--- src/rtl/stepper_pkg.sv ---
// stepper_pkg: shared state encoding, coil phase constants and pattern helpers
// for stepper_output_stage and its optional hold_pwm sub-module.
package stepper_pkg;

    // FSM state encoding (legacy-compatible constants)
    localparam logic [2:0] ST_OFF    = 3'd0;
    localparam logic [2:0] ST_DWELL  = 3'd1;
    localparam logic [2:0] ST_STEADY = 3'd2;
    localparam logic [2:0] ST_HOLD   = 3'd3;
    localparam logic [2:0] ST_FAULT  = 3'd4;

    // Wave-drive coil phases, forward order A->B->C->D->A
    localparam logic [3:0] PHASE_A = 4'b0001;
    localparam logic [3:0] PHASE_B = 4'b0010;
    localparam logic [3:0] PHASE_C = 4'b0100;
    localparam logic [3:0] PHASE_D = 4'b1000;

    // Next pattern in the forward direction
    function automatic logic [3:0] rotl4(input logic [3:0] p);
        return {p[2:0], p[3]};
    endfunction

    // Next pattern in the reverse direction
    function automatic logic [3:0] rotr4(input logic [3:0] p);
        return {p[0], p[3:1]};
    endfunction

    // True for exactly one energised coil
    function automatic logic is_one_hot(input logic [3:0] p);
        return (p == PHASE_A) || (p == PHASE_B) || (p == PHASE_C) || (p == PHASE_D);
    endfunction

    // Legal requests: all-off or a single coil
    function automatic logic is_legal(input logic [3:0] p);
        return (p == 4'b0000) || is_one_hot(p);
    endfunction

endpackage

--- src/rtl/stepper_hold_pwm.sv ---
// hold_pwm: free-running 4-bit counter compared against HOLD_DUTY (in 1/16ths).
// Only built when HOLD_PWM_EN is defined; the default build has no PWM logic.
`ifdef HOLD_PWM_EN
module hold_pwm #(
    parameter int unsigned HOLD_DUTY = 4
) (
    input  logic clk_i,
    input  logic reset_ni,
    output logic pwm_on_o
);

    logic [3:0] cnt_q;

    // Free-running PWM phase counter
    always_ff @(posedge clk_i or negedge reset_ni) begin
        if (!reset_ni) begin
            cnt_q <= '0;
        end else begin
            cnt_q <= cnt_q + 4'd1;
        end
    end

    assign pwm_on_o = ({1'b0, cnt_q} < 5'(HOLD_DUTY));

endmodule
`endif

--- src/rtl/stepper_output_stage.sv ---
// stepper_output_stage: conditions the wave-drive pattern before GPIO/LEDs.
// Enforces a minimum dwell per step, faults on illegal/skipped patterns,
// tracks signed position and flags an idle HOLD state.
// Optional feature macro: HOLD_PWM_EN (PWM holding current in HOLD).
module stepper_output_stage
    import stepper_pkg::*;
#(
    parameter int unsigned MIN_DWELL_CYCLES = 50_000,
    parameter int unsigned IDLE_CYCLES      = 25_000_000,
    parameter int unsigned HOLD_DUTY        = 4,
    parameter int unsigned POS_WIDTH        = 16
) (
    input  logic                 clk,
    input  logic                 reset_n,
    input  logic [3:0]           phase_in,
    input  logic                 clear_fault,
    output logic [3:0]           coil_out,
    output logic [POS_WIDTH-1:0] position,
    output logic                 fault,
    output logic                 holding,
    output logic                 busy
);

    localparam int unsigned DW = (MIN_DWELL_CYCLES > 1) ? $clog2(MIN_DWELL_CYCLES) : 1;
    localparam int unsigned IW = $clog2(IDLE_CYCLES);
    localparam logic [DW-1:0] DWELL_LAST = DW'(MIN_DWELL_CYCLES - 1);
    localparam logic [IW-1:0] IDLE_LAST  = IW'(IDLE_CYCLES - 1);

    if (MIN_DWELL_CYCLES < 1) begin : g_bad_dwell
        $error("MIN_DWELL_CYCLES must be at least 1");
    end
    if (IDLE_CYCLES <= MIN_DWELL_CYCLES) begin : g_bad_idle
        $error("IDLE_CYCLES must exceed MIN_DWELL_CYCLES");
    end
    if (HOLD_DUTY > 16) begin : g_bad_duty
        $error("HOLD_DUTY must be in 0..16");
    end

    logic [2:0]           state_q,     state_d;
    logic [3:0]           committed_q, committed_d;
    logic [POS_WIDTH-1:0] position_q,  position_d;
    logic [DW-1:0]        dwell_q,     dwell_d;
    logic [IW-1:0]        idle_q,      idle_d;
    logic [3:0]           coil_q,      coil_d;
    logic                 busy_q,      busy_d;
    logic                 holding_q,   holding_d;
    logic                 fault_q,     fault_d;
    logic                 run_eval;

`ifdef HOLD_PWM_EN
    logic pwm_on;

    hold_pwm #(
        .HOLD_DUTY (HOLD_DUTY)
    ) u_hold_pwm (
        .clk_i    (clk),
        .reset_ni (reset_n),
        .pwm_on_o (pwm_on)
    );
`endif

    // Next-state logic. Each state first sets its no-event outcome; a
    // pattern change evaluated afterwards overrides it, so a step always
    // wins over the idle timeout and the final dwell count.
    always_comb begin
        state_d     = state_q;
        committed_d = committed_q;
        position_d  = position_q;
        dwell_d     = dwell_q;
        idle_d      = idle_q;
        run_eval    = 1'b0;

        case (state_q)
            ST_OFF: begin
                if (is_one_hot(phase_in)) begin
                    committed_d = phase_in;
                    dwell_d     = '0;
                    idle_d      = '0;
                    state_d     = ST_DWELL;
                end else if (!is_legal(phase_in)) begin
                    state_d = ST_FAULT;
                end
            end
            ST_DWELL: begin
                if (dwell_q == DWELL_LAST) begin
                    run_eval = 1'b1;
                    idle_d   = '0;
                    state_d  = ST_STEADY;
                end else begin
                    dwell_d = dwell_q + DW'(1);
                end
            end
            ST_STEADY: begin
                run_eval = 1'b1;
                if (idle_q == IDLE_LAST) begin
                    state_d = ST_HOLD;
                end else begin
                    idle_d = idle_q + IW'(1);
                end
            end
            ST_HOLD: begin
                run_eval = 1'b1;
            end
            ST_FAULT: begin
                if (clear_fault && (phase_in == 4'b0000)) begin
                    state_d = ST_OFF;
                end
            end
            default: begin
                state_d = ST_OFF;
            end
        endcase

        if (run_eval && (phase_in != committed_q)) begin
            if (phase_in == rotl4(committed_q)) begin
                committed_d = phase_in;
                position_d  = position_q + POS_WIDTH'(1);
                dwell_d     = '0;
                idle_d      = '0;
                state_d     = ST_DWELL;
            end else if (phase_in == rotr4(committed_q)) begin
                committed_d = phase_in;
                position_d  = position_q - POS_WIDTH'(1);
                dwell_d     = '0;
                idle_d      = '0;
                state_d     = ST_DWELL;
            end else if (phase_in == 4'b0000) begin
                state_d = ST_OFF;
            end else begin
                state_d = ST_FAULT;
            end
        end
    end

    // Output decode of the next state, registered alongside it
    always_comb begin
        busy_d    = (state_d == ST_DWELL);
        holding_d = (state_d == ST_HOLD);
        fault_d   = (state_d == ST_FAULT);
        case (state_d)
            ST_DWELL, ST_STEADY: coil_d = committed_d;
`ifdef HOLD_PWM_EN
            ST_HOLD:             coil_d = pwm_on ? committed_d : 4'b0000;
`else
            ST_HOLD:             coil_d = committed_d;
`endif
            default:             coil_d = 4'b0000;
        endcase
    end

    // State, counters and registered outputs
    always_ff @(posedge clk or negedge reset_n) begin
        if (!reset_n) begin
            state_q     <= ST_OFF;
            committed_q <= '0;
            position_q  <= '0;
            dwell_q     <= '0;
            idle_q      <= '0;
            coil_q      <= '0;
            busy_q      <= 1'b0;
            holding_q   <= 1'b0;
            fault_q     <= 1'b0;
        end else begin
            state_q     <= state_d;
            committed_q <= committed_d;
            position_q  <= position_d;
            dwell_q     <= dwell_d;
            idle_q      <= idle_d;
            coil_q      <= coil_d;
            busy_q      <= busy_d;
            holding_q   <= holding_d;
            fault_q     <= fault_d;
        end
    end

    assign coil_out = coil_q;
    assign position = position_q;
    assign fault    = fault_q;
    assign holding  = holding_q;
    assign busy     = busy_q;

endmodule
--- config.mk ---
export PLATFORM = sky130hd
export DESIGN_NAME = stepper_output_stage
export DESIGN_NICKNAME = d
export VERILOG_FILES = /design/src/rtl/stepper_pkg.sv /design/src/rtl/stepper_hold_pwm.sv /design/src/rtl/stepper_output_stage.sv
export SDC_FILE = /design/constraint.sdc
export NUM_CORES = 1
export LEC_CHECK = 0
export BUFFER_PORTS_ARGS = -buffer_cell sky130_fd_sc_hd__buf_2
export CAP_MARGIN = 20
export CORE_UTILIZATION = 45
export DETAILED_ROUTE_END_ITERATION = 10
export HOLD_SLACK_MARGIN = 0.05
export PLACE_DENSITY_LB_ADDON = 0.08
export SKIP_LAST_GASP = 1
export SYNTH_ARGS = -nofsm -noshare
export SYNTH_HDL_FRONTEND = slang
export SYNTH_SLANG_ARGS = --single-unit
--- constraint.sdc ---
create_clock -name clk -period 2.81 [get_ports clk]
set_input_delay 0.562 -clock clk [delete_from_list [all_inputs] [get_ports clk]]
set_output_delay 0.562 -clock clk [all_outputs]
set_load 0.05 [all_outputs]
; ---- Word-level counts from Yosys, hierarchy flattened
; Index checks and enable logic that the tools add are counted.
[totals]
regBits = 71
inputBits = 7
out_inout_bits = 23
elab_cells = 75
[op_classes]
add_sub_neg = 4
eq_ne = 17
n_mux = 33
n_reduce_logical = 12
[op_table]
columns = op, count
row1 = 2-to-1 mux 25 bit, 6
row2 = 2-to-1 mux 16 bit, 7
row3 = one-hot mux 25 bit (3 select lines), 1
row4 = adder 16 x 1 -> 16 bit (second input constant), 2
row5 = one-hot mux 16 bit (2 select lines), 1
row6 = 2-to-1 mux 3 bit, 9
row7 = adder 25 x 1 -> 25 bit (second input constant), 1
row8 = == test 25 bit (second input constant), 1
row9 = 2-to-1 mux 4 bit, 6
row10 = == test 16 bit (second input constant), 1
row11 = subtractor 16 x 1 -> 16 bit (second input constant), 1
row12 = one-hot mux 3 bit (5 select lines), 1
row13 = == test 3 x 2 -> 1 bit (second input constant), 4
row14 = == test 4 bit, 2
row15 = == test 3 x 1 -> 1 bit (second input constant), 2
row16 = == test 3 bit (second input constant), 2
row17 = == test 4 x 1 -> 1 bit (second input constant), 1
row18 = == test 4 x 2 -> 1 bit (second input constant), 1
row19 = == test 4 x 3 -> 1 bit (second input constant), 1
row20 = == test 4 bit (second input constant), 1
row21 = logical NOT 4 bit, 1
row22 = logical OR 1 bit, 4
row23 = inequality test 4 bit, 1
row24 = logical NOT 3 bit, 1
row25 = other kinds (7), 8

; ---- Depth between registers and ports, before layout
; Gate-level depths: netlist (run 1).
[depth]
ltp_word = 12
mapped_depth = 12
mapped_depth_nobuf = 10

; ---- Least setup slack after synthesis (run 1)
; Ideal clock, no wire load.
[synth_path]
kind = input to register
start = input phase_in[3]
end = register position_q[11], in the netlist position[11]
setup_time_ns = 0.116
t_arrival_ns = 2.886
required_time_ns = 2.694
setup_slack_ns = -0.191
path_stages = 12
n_path_buf = 2
path_cell_list = clkbuf_4 -> xnor2_1 -> and4_1 -> inv_1 -> ha_1 -> clkbuf_1 -> a21o_1 -> nor3_1 -> a211o_1 -> a21oi_1 -> nand2_1 -> o311ai_0
[synth_via]
elab_chain_len = 3
elab_cells_between_ends = 7
classes_between = 3 x eq/ne / 1 x mux / 3 x reduce/logical
[synth_lines]
columns = element, line
row1 = "start, declared", stepper_output_stage.sv:15  ; input logic [3:0] phase_in,
row2 = == test 4 bit (tied with other cells), stepper_output_stage.sv:115  ; if (phase_in == rotl4(committed_q)) begin
row3 = nonzero test 2 bit (no line) / logical AND 1 bit (equally long branches), -
row4 = AND reduction 2 bit (no line), -
row5 = "end signal, assigned", stepper_output_stage.sv:166  ; position_q <= position_d;
row6 = "end, declared", stepper_output_stage.sv:41  ; logic [POS_WIDTH-1:0] position_q, position_d;
; Several ways; a longest one is shown, not always the timed one.
; A chain may end at the register's enable or synchronous reset.

; ---- Worst setup path in the final report (run 1)
[layout_path]
start = register committed_q[1]
end = register position_q[12], in the netlist position[12]
[layout_via]
elab_chain_len = 3
elab_cells_between_ends = 7
classes_between = 3 x eq/ne / 1 x mux / 3 x reduce/logical
[layout_lines]
columns = element, line
row1 = "start, declared", stepper_output_stage.sv:40  ; logic [3:0] committed_q, committed_d;
row2 = "start signal, assigned", stepper_output_stage.sv:165  ; committed_q <= committed_d;
row3 = == test 4 bit (tied with other cells), stepper_output_stage.sv:115
row4 = nonzero test 2 bit (no line) / logical AND 1 bit (equally long branches), -
row5 = AND reduction 2 bit (no line), -
; Several ways; a longest one is shown, not always the timed one.

==> run_results.csv, run 1 <==
group,metric,value,unit
routing,dr.first_iter.drc_count,134,
die,die_w,103,um
cts,h-tree-depth,3,
timing,holdWs,323,ps
global_route,use_met3,4.14,%
cts,cts_tree,"yes",
critical_path,path_max_fanout,15,
critical_path,r2r-end,"position[12]$_DFFE_PN0P_",
critical_path,r2r_cells,11,
timing,hold_viol,0,
die,start_util,46.7,%
logic_synthesis,ys_async_sr_fraction,100,%
final_layout,insertedDiodeCount,0,
global_route,antenna_found_initial,0,
cts,cts_sinks,71,
critical_path,r2r_slack,110,ps
routing,post-route-drc-count,0,
global_route,grt_overflow_total,0,
cts,cts-root-buf,"clkbuf_8",
worst_hold_path,hp-class,"input port to async pin",
routing,drtAntennaViolNets,0,
critical_path,crit_chain,"xnor2_2 -> and4_4 -> clkinvlp_4 -> buf_12 -> fa_2 -> a211oi_2 -> o21bai_1 -> a21oi_2 -> o211ai_1 -> and3_1 -> o31ai_1",
global_route,grtUsageMet2,39.0,%
timing,min_period_over_period,96.2,%
cts,clk_latency,360,ps
critical_path,crit_type,"flip-flop to flip-flop",
power_and_ir_drop,p_leak,2.38,nW
cts,clockBufferDepth,2,
final_layout,fillCellCount,913,
logic_synthesis,synth_edf_count,0,
critical_path,slowest_stage,"dfrtp_2",
logic_synthesis,syn_nets,549,
final_layout,mostFrequentLayoutCells,"dfrtp_1, a21oi_1, nor2_1",
logic_synthesis,synth_area,4600,sq um
routing,drt-wirelength-per-cell,16.1,um
global_route,gr-usage-met1,32.9,%
place,place_hpwl,8.13,mm
cts,cts_inserted_buffers,9,
final_layout,seqCellArea,1780,sq um
final_layout,multi_input_area,2790,sq um
final_layout,drive_above_1_share,21.5,%
cts,clk_pin_slew,70,ps
logic_synthesis,synth-seq-cells,71,
die,die_area,10600,sq um
timing,drv_slew,0,
global_route,grt.busiest_layer,"met2",
logic_synthesis,synth_area_per_cell,8.77,sq um
flow_run,maxCapViolCount,0,
logic_synthesis,synthCells,525,
place,io_buffers,29,
die,rows,36,
timing,fmax,370,MHz
power_and_ir_drop,ir_drop,0.336,mV
routing,vias_per_cell,5.89,
final_layout,area_growth,19.4,%
power_and_ir_drop,clkPwrFrac,26.3,%
critical_path,start_kind,"flip-flop",
die,core-area,9860,sq um
final_layout,mostFrequentLayoutCell,"dfrtp_1",
timing,setup_viol,0,
critical_path,required,3080,ps
timing,fin_worst_skew,5.48,ps
power_and_ir_drop,powerDensity,606,nW/um^2
power_and_ir_drop,switchingPower,1.15,mW
timing,period_minus_slack,2700,ps
logic_synthesis,ys_warn_count,0,
global_route,grt_pass1_wl,19.8,mm
timing,slew_headroom,38.3,%
critical_path,timing.rr.start,"committed_q[1]$_DFF_PN0_",
cts,hold_buffers,0,
routing,vias,4262,
critical_path,end_kind,"flip-flop",
final_layout,final_nets,609,
power_and_ir_drop,seqPwrFrac,46.3,%
die,die_h,103,um
routing,wl,11.6,mm
routing,drtPass1Iterations,5,
global_route,grt_pass1_vias,4135,
power_and_ir_drop,p_int,2.18,mW
logic_synthesis,ys_seq_area_share,38.6,%
status,status,"finished clean",
global_route,grt_max_degree,72,
critical_path,max_stage_delay,450,ps
place,placed_area,5240,sq um
timing,worst_slew_pin_slew,926,ps
power_and_ir_drop,p_comb_share,27.3,%
die,io_pins,30,
logic_synthesis,synthFlopType,"dfrtp_1",
power_and_ir_drop,switching_share,34.7,%
logic_synthesis,yosysUniqueCellTypes,64,
final_layout,design_area,5500,sq um
place,gp_congestion,0.893,
critical_path,crit_arrival,2970,ps
global_route,grt_use_total,24.1,%
==> stage by stage <==
step                      util (%)  TNS [ps]  power, mW  setup slack [ps]  std cells
after global placement        53.2     -93.0       2.41             -56.2        703
after floorplan                  -      -679       2.15              -145        525
after detailed placement      53.2      -212       2.44             -78.7        703
final                         55.7         0       3.33               107        723
after CTS                     55.3         0       3.32               113        719
after global routing          55.7     -20.4       3.56             -20.4        723
==> power groups by stage <==
stage	clock (mW)	sequential, mW	combinational [mW]
after floorplan	0	1.47	0.675
after global placement	0	1.55	0.857
after global routing	0.939	1.58	1.04
after CTS	0.901	1.54	0.883
after detailed placement	0	1.56	0.881
final	0.878	1.54	0.910
==> sequential cells by signal, indices dropped and copies added (netlist names), 3 cells and up <==
signal       count
idle_q          25
dwell_q         16
position        16
coil_out         4
committed_q      4
state_q          3
==> layout make-up <==
cell class | instances | share of cell area [%]
tap | 133 | 3.03
sequential | 71 | 32.4
inverter | 11 | 0.819
timing repair buffer | 73 | 9.15
clock buffer | 14 | 3.14
multi-input combinational | 419 | 50.8
clock inverter | 2 | 0.683
==> what timing repair did <==
action                                  4_1_cts  5_1_grt
resized for setup                             0        6
endpoints found under the setup margin        0        6
setup buffers                                 0        3
==> layer usage <==
metal  vias to the layer above  routed length (um)  share of wire, %
li1                       2094                   -                 -
met1                      2088                5540                48
met2                        66                5550                48
met3                        14                 359               3.1
met4                         0                 159               1.4
met5                         -                   0                 0
==> Yosys cell counts, types with 13 or more instances <==
cell,n,area (sq um)
nand4_1,13,81.3
a21oi_1,51,255
xnor2_1,16,140
ha_1,16,200
dfrtp_1,71,1780
nor2_1,46,173
nor3_1,14,70.1
nand2_1,42,158
o21ai_0,44,220
nand3_1,20,100
clkbuf_1,13,48.8
==> worst max-delay path: cells and delay by family, from the launching register on <==
family          cells  cell delay, ps
compound gates      5             890
flops               1             450
simple gates        2             450
fa+ha+maj           1             380
buf+inv             2             260
xor+xnor            1             180
==> worst max-delay path by stage <==
stage	slack (ps)	from	end	cells after the start
final	110	committed_q[1]$_DFF_PN0_	position[12]$_DFFE_PN0P_	11
after global routing	-20	committed_q[2]$_DFF_PN0_	position[12]$_DFFE_PN0P_	11
after CTS	110	committed_q[1]$_DFF_PN0_	position[15]$_DFFE_PN0P_	11
after detailed placement	-80	phase_in[2]	position[15]$_DFFE_PN0P_	12
after global placement	-60	phase_in[2]	position[15]$_DFFE_PN0P_	12
after floorplan	-150	phase_in[3]	position[12]$_DFFE_PN0P_	11
==> cells by family after synthesis <==
logic type	synth area share, %
simple gates	23.2
buf+inv	3.48
xor+xnor	4.37
fa+ha+maj	4.78
compound gates	24.1
mux	1.44
flops	38.6
(Power assumes the default switching activity.)
==> inputs of run 2 (changes only) <==
--- a/config.mk
+++ b/config.mk
@@ -8,6 +8,7 @@
 export BUFFER_PORTS_ARGS = -buffer_cell sky130_fd_sc_hd__buf_2
 export CAP_MARGIN = 20
 export CORE_UTILIZATION = 45
+export CTS_BUF_LIST = sky130_fd_sc_hd__clkbuf_16
 export DETAILED_ROUTE_END_ITERATION = 10
 export HOLD_SLACK_MARGIN = 0.05
 export PLACE_DENSITY_LB_ADDON = 0.08
==> run 2 against run 1 <==
Total power grew 6.1%. Clock skew is essentially flat. First-iteration DRC count grew 13%. Non-clock buffer count shrank 2. Sequential power is essentially flat. Final area grew 0.98%. Critical endpoint is now position[9]$_DFFE_PN0P_. Highest routed layer unchanged.
==> run_results.csv, run 2 (same netlist as run 1, synthesis figures left out) <==
group,metric,value,unit
status,status,"finished clean",
timing,worst_slew_pin_slew,934,ps
routing,drt-wirelength-per-cell,16.1,um
power_and_ir_drop,powerDensity,637,nW/um^2
routing,wl,11.6,mm
global_route,grt_overflow_total,0,
routing,drtAntennaViolNets,0,
die,die_area,10600,sq um
power_and_ir_drop,p_leak,2.41,nW
die,core-area,9860,sq um
global_route,antenna_found_initial,0,
die,io_pins,30,
cts,h-tree-depth,3,
routing,dr.first_iter.drc_count,152,
final_layout,largest_register_ffs,25,
global_route,grt_pass1_vias,4121,
place,io_buffers,29,
timing,period_minus_slack,2680,ps
critical_path,r2r_slack,130,ps
die,die_h,103,um
final_layout,mostFrequentLayoutCells,"dfrtp_1, a21oi_1, nor2_1",
cts,clk_pin_slew,60,ps
critical_path,path_max_fanout,15,
die,start_util,46.7,%
routing,drtPass1Iterations,5,
power_and_ir_drop,ir_drop,0.340,mV
cts,clockBufferDepth,2,
place,dp.cells,703,
place,gp_congestion,0.893,
cts,cts-root-buf,"clkbuf_16",
critical_path,crit_arrival,2900,ps
timing,holdWs,348,ps
final_layout,final_nets,607,
timing,setup_ws,128,ps
die,die_w,103,um
cts,cts_inserted_buffers,9,
critical_path,crit_type,"flip-flop to flip-flop",
worst_hold_path,hp-class,"input port to async pin",
critical_path,r2r-end,"position[9]$_DFFE_PN0P_",
cts,cts_tree,"yes",
timing,fin_worst_skew,5.64,ps
final_layout,area_growth,20.5,%
critical_path,required,3020,ps
place,placed_area,5240,sq um
cts,hold_buffers,0,
timing,slew_headroom,37.7,%
critical_path,r2r_cells,11,
global_route,grt_pass1_wl,19.9,mm
routing,post-route-drc-count,0,
timing,rsz0062_at_grt,"false",
critical_path,timing.rr.start,"committed_q[1]$_DFF_PN0_",
cts,cts_sinks,71,
final_layout,mostFrequentLayoutCell,"dfrtp_1",
timing,setup_viol,0,
final_layout,postLayoutCoreUtil,56.3,%
timing,hold_viol,0,
final_layout,design_area,5550,sq um
timing,min_period_over_period,95.4,%
global_route,grt_use_total,24.3,%
routing,vias,4258,
routing,vias_per_cell,5.91,
flow_run,maxCapViolCount,0,
critical_path,start_kind,"flip-flop",
final_layout,max_flop_register,"idle_q",
place,preCtsSetupSlack,-78.7,ps
final_layout,insertedDiodeCount,0,
global_route,grt_max_degree,72,
die,rows,36,
final_layout,final_cells,721,
timing,fmax,373,MHz
timing,drv_slew,0,
place,place_hpwl,8.13,mm
final_layout,drive_above_1_share,20.4,%
cts,clk_latency,340,ps
critical_path,end_kind,"flip-flop",
[run 2: worst max path at each step]
stage                              from                       end  slack [ps]  depth (start not counted)
6_report       committed_q[1]$_DFF_PN0_   position[9]$_DFFE_PN0P_         130                         11
5_1_grt        committed_q[0]$_DFF_PN0_  position[12]$_DFFE_PN0P_         0.4                         12
4_1_cts        committed_q[1]$_DFF_PN0_  position[15]$_DFFE_PN0P_         120                         11
3_5_place_dp                phase_in[2]  position[15]$_DFFE_PN0P_         -80                         12
3_3_place_gp                phase_in[2]  position[15]$_DFFE_PN0P_         -60                         12
2_1_floorplan               phase_in[3]  position[12]$_DFFE_PN0P_        -150                         11
[run 2: where the power goes]
| group | internal (mW) | leakage, nW | total (mW) | switching [mW] |
|---|---|---|---|---|
| Combinational | 0.439 | 1.36 | 0.882 | 0.443 |
| Clock | 0.671 | 0.141 | 1.10 | 0.431 |
| Sequential | 1.24 | 0.908 | 1.55 | 0.311 |
| Total | 2.35 | 2.41 | 3.53 | 1.18 |
[run 2: layout make-up]
type                    instances  area [sq um]
well taps                     133           166
multi-input cells             419          2790
clock buffers                   9           225
flip-flops and latches         71          1780
inverters                      11          45.0
repair buffers                 71           488
clock inverters                 7          56.3
fillers                       910          4310
[run 2: worst max-delay path, stage by stage, from the launching register on]
cell        delay, ps
dfrtp_1           440
xnor2_2           180
and4_4            270
clkinvlp_4        100
buf_12            160
ha_4              220
or2_2             270
a31oi_1           300
a211o_1           190
nand2b_1           70
a211oi_1          250
o31ai_1           100
[run 2: per-stage QoR]
step	setup TNS [ps]	power [mW]
2_1_floorplan	-679	2.15
3_3_place_gp	-93.0	2.41
3_5_place_dp	-212	2.44
4_1_cts	0	3.55
5_1_grt	0	3.76
6_report	0	3.53
[run 2: metal layers]
layer / GRT usage, % / routed length, um
met1: 33.4 / 5580
met2: 38.9 / 5540
met4: 8.88 / 169
met5: 0 / 0
met3: 3.53 / 331
[run 2: what timing repair did]
item / CTS / global route
setup buffers: 0 / 1
setup endpoints to repair: 0 / 6
gates resized for setup: 0 / 4
==> inputs of run 3 (changes only) <==
--- a/config.mk
+++ b/config.mk
@@ -5,11 +5,11 @@
 export SDC_FILE = /design/constraint.sdc
 export NUM_CORES = 1
 export LEC_CHECK = 0
-export BUFFER_PORTS_ARGS = -buffer_cell sky130_fd_sc_hd__buf_2
 export CAP_MARGIN = 20
 export CORE_UTILIZATION = 45
 export CTS_BUF_LIST = sky130_fd_sc_hd__clkbuf_16
 export DETAILED_ROUTE_END_ITERATION = 10
+export DONT_BUFFER_PORTS = 1
 export HOLD_SLACK_MARGIN = 0.05
 export PLACE_DENSITY_LB_ADDON = 0.08
 export SKIP_LAST_GASP = 1
==> run 3 against run 2 <==
Fmax down 0.36%. Final cell count down 4.7%. Core utilization down 1.6 points. Clock skew up 1.4 ps.
==> run_results.csv, run 3 (same netlist as run 1, synthesis figures left out) <==
group,metric,value,unit
status,status,"finished clean",
global_route,antenna_found_initial,0,
global_route,grt_pass1_vias,3896,
flow_run,maxCapViolCount,0,
timing,min_period_over_period,95.8,%
routing,dr.first_iter.drc_count,191,
routing,drt-wirelength-per-cell,16.9,um
cts,cts_sinks,71,
power_and_ir_drop,switchingPower,1.21,mW
critical_path,crit_chain,"xnor2_2 -> and4_4 -> clkinvlp_4 -> buf_12 -> fa_2 -> a211oi_2 -> o21bai_1 -> a21oi_2 -> o211ai_1 -> and3_1 -> o31ai_1",
timing,holdWs,88.3,ps
critical_path,required,3050,ps
final_layout,drive_above_1_share,17.0,%
cts,clockBufferDepth,2,
final_layout,mostFrequentLayoutCell,"dfrtp_1",
critical_path,critPathBufInv,2,
critical_path,crit_type,"flip-flop to flip-flop",
place,io_buffers,0,
timing,hold_viol,0,
die,start_util,46.7,%
cts,clk_latency,340,ps
place,preCtsSetupSlack,-39.4,ps
power_and_ir_drop,p_int,2.30,mW
power_and_ir_drop,ir_drop,0.429,mV
cts,cts_tree,"yes",
place,gp_congestion,0.843,
timing,setup_viol,0,
final_layout,mostFrequentLayoutCells,"dfrtp_1, a21oi_1, nor2_1",
power_and_ir_drop,p_leak,2.23,nW
cts,cts_inserted_buffers,9,
cts,cts-root-buf,"clkbuf_16",
critical_path,crit_arrival,2930,ps
routing,vias_per_cell,5.97,
global_route,grt_use_total,23.6,%
final_layout,max_flop_register,"idle_q",
worst_hold_path,hp-class,"input port to async pin",
die,core-area,9860,sq um
routing,drtPass1Iterations,5,
die,rows,36,
final_layout,area_growth,17.2,%
die,die_w,103,um
timing,period_minus_slack,2690,ps
power_and_ir_drop,switching_share,34.5,%
final_layout,final_nets,573,
die,die_area,10600,sq um
timing,fin_worst_skew,7.02,ps
final_layout,insertedDiodeCount,0,
cts,h-tree-depth,3,
place,place_hpwl,7.67,mm
power_and_ir_drop,powerDensity,650,nW/um^2
routing,post-route-drc-count,0,
die,io_pins,30,
cts,clk_pin_slew,60,ps
critical_path,cp_top_family,"compound AO/OA/AOI/OAI gates",
critical_path,end_kind,"flip-flop",
global_route,grt_overflow_total,0,
power_and_ir_drop,seqPwrFrac,43.9,%
critical_path,path_max_fanout,17,
routing,wl,11.6,mm
routing,drtAntennaViolNets,0,
global_route,grt_pass1_wl,19.2,mm
final_layout,largest_register_ffs,25,
timing,drv_slew,0,
critical_path,start_kind,"flip-flop",
power_and_ir_drop,clkPwrFrac,29.9,%
timing,setup_ws,118,ps
timing,rsz0062_at_grt,"true",
routing,vias,4104,
global_route,grt_max_degree,72,
timing,worst_slew_pin_slew,1050,ps
critical_path,slowest_stage,"dfrtp_2",
critical_path,max_stage_delay,440,ps
power_and_ir_drop,p_comb_share,26.2,%
die,die_h,103,um
timing,fmax,372,MHz
timing,slew_headroom,29.8,%
power_and_ir_drop,total_power,3.51,mW
-- run 3: changes by cell type in the layout (fill, tap and decap cells not counted), sizes merged --
cell	previous run	this run
clkinv	3	4
clkinvlp	2	4
inv	12	10
buf	71	37
bufinv	1	0
-- run 3: metal layers --
layer  vias to the layer above  global-route usage [%]  part of all wire [%]
met1                      1990                    31.2                    46
li1                       2019                       -                     -
met4                         0                    5.63                   1.2
met2                        85                    37.8                    48
met5                         -                       0                     0
met3                        10                    7.53                   5.2
-- run 3: worst reg2reg max path, stage by stage (launching register included) --
cell and delay [ps]:
dfrtp_2 440, xnor2_2 150, and4_4 270, clkinvlp_4 100
buf_12 170, fa_2 380, a211oi_2 230, o21bai_1 120
a21oi_2 230, o211ai_1 140, and3_1 180, o31ai_1 200
-- run 3: what timing repair did --
item	CTS	global route
resized for setup	0	6
hold endpoints to repair	71	0
setup endpoints to repair	0	5
buffers inserted	0	9
hold buffers	1	0
-- run 3: worst paths after layout --
path	cells after the start	slack (ps)	to	start
min reg2reg	1	480	idle_q[24]$_DFF_PN0_	idle_q[24]$_DFF_PN0_
max	11	120	position[12]$_DFFE_PN0P_	committed_q[3]$_DFF_PN0_
min	1	90	idle_q[23]$_DFF_PN0_	reset_n
min in group clk	2	380	committed_q[2]$_DFF_PN0_	phase_in[2]
max reg2reg	11	120	position[12]$_DFFE_PN0P_	committed_q[3]$_DFF_PN0_
max in group asynchronous	1	2360	committed_q[1]$_DFF_PN0_	reset_n
-- run 3: power groups by stage --
| stage | registers (mW) | clock network (mW) | logic [mW] |
|---|---|---|---|
| 2_1_floorplan | 1.47 | 0 | 0.675 |
| 3_3_place_gp | 1.55 | 0 | 0.793 |
| 3_5_place_dp | 1.55 | 0 | 0.819 |
| 4_1_cts | 1.54 | 1.08 | 0.846 |
| 5_1_grt | 1.58 | 1.13 | 1.04 |
| 6_report | 1.54 | 1.05 | 0.919 |
-- run 3: cell type report --
type | instances | area [sq um]
Tap cell | 133 | 166
Sequential cell | 71 | 1780
Multi-Input combinational cell | 419 | 2810
Inverter | 11 | 45.0
Clock buffer | 9 | 225
Timing Repair Buffer | 37 | 323
Fill cell | 920 | 4470
Clock inverter | 7 | 50.0
-- run 3: through the flow --
stage                     util, %  TNS (ps)  std cells  cell area, sq um
after floorplan                 -      -679        525              4760
final                        54.7         0        687              5400
after CTS                    53.7         0        678              5300
after global routing         54.7     -44.2        687              5400
after global placement       50.7         0        661              5000
after detailed placement     50.7     -39.4        661              5000
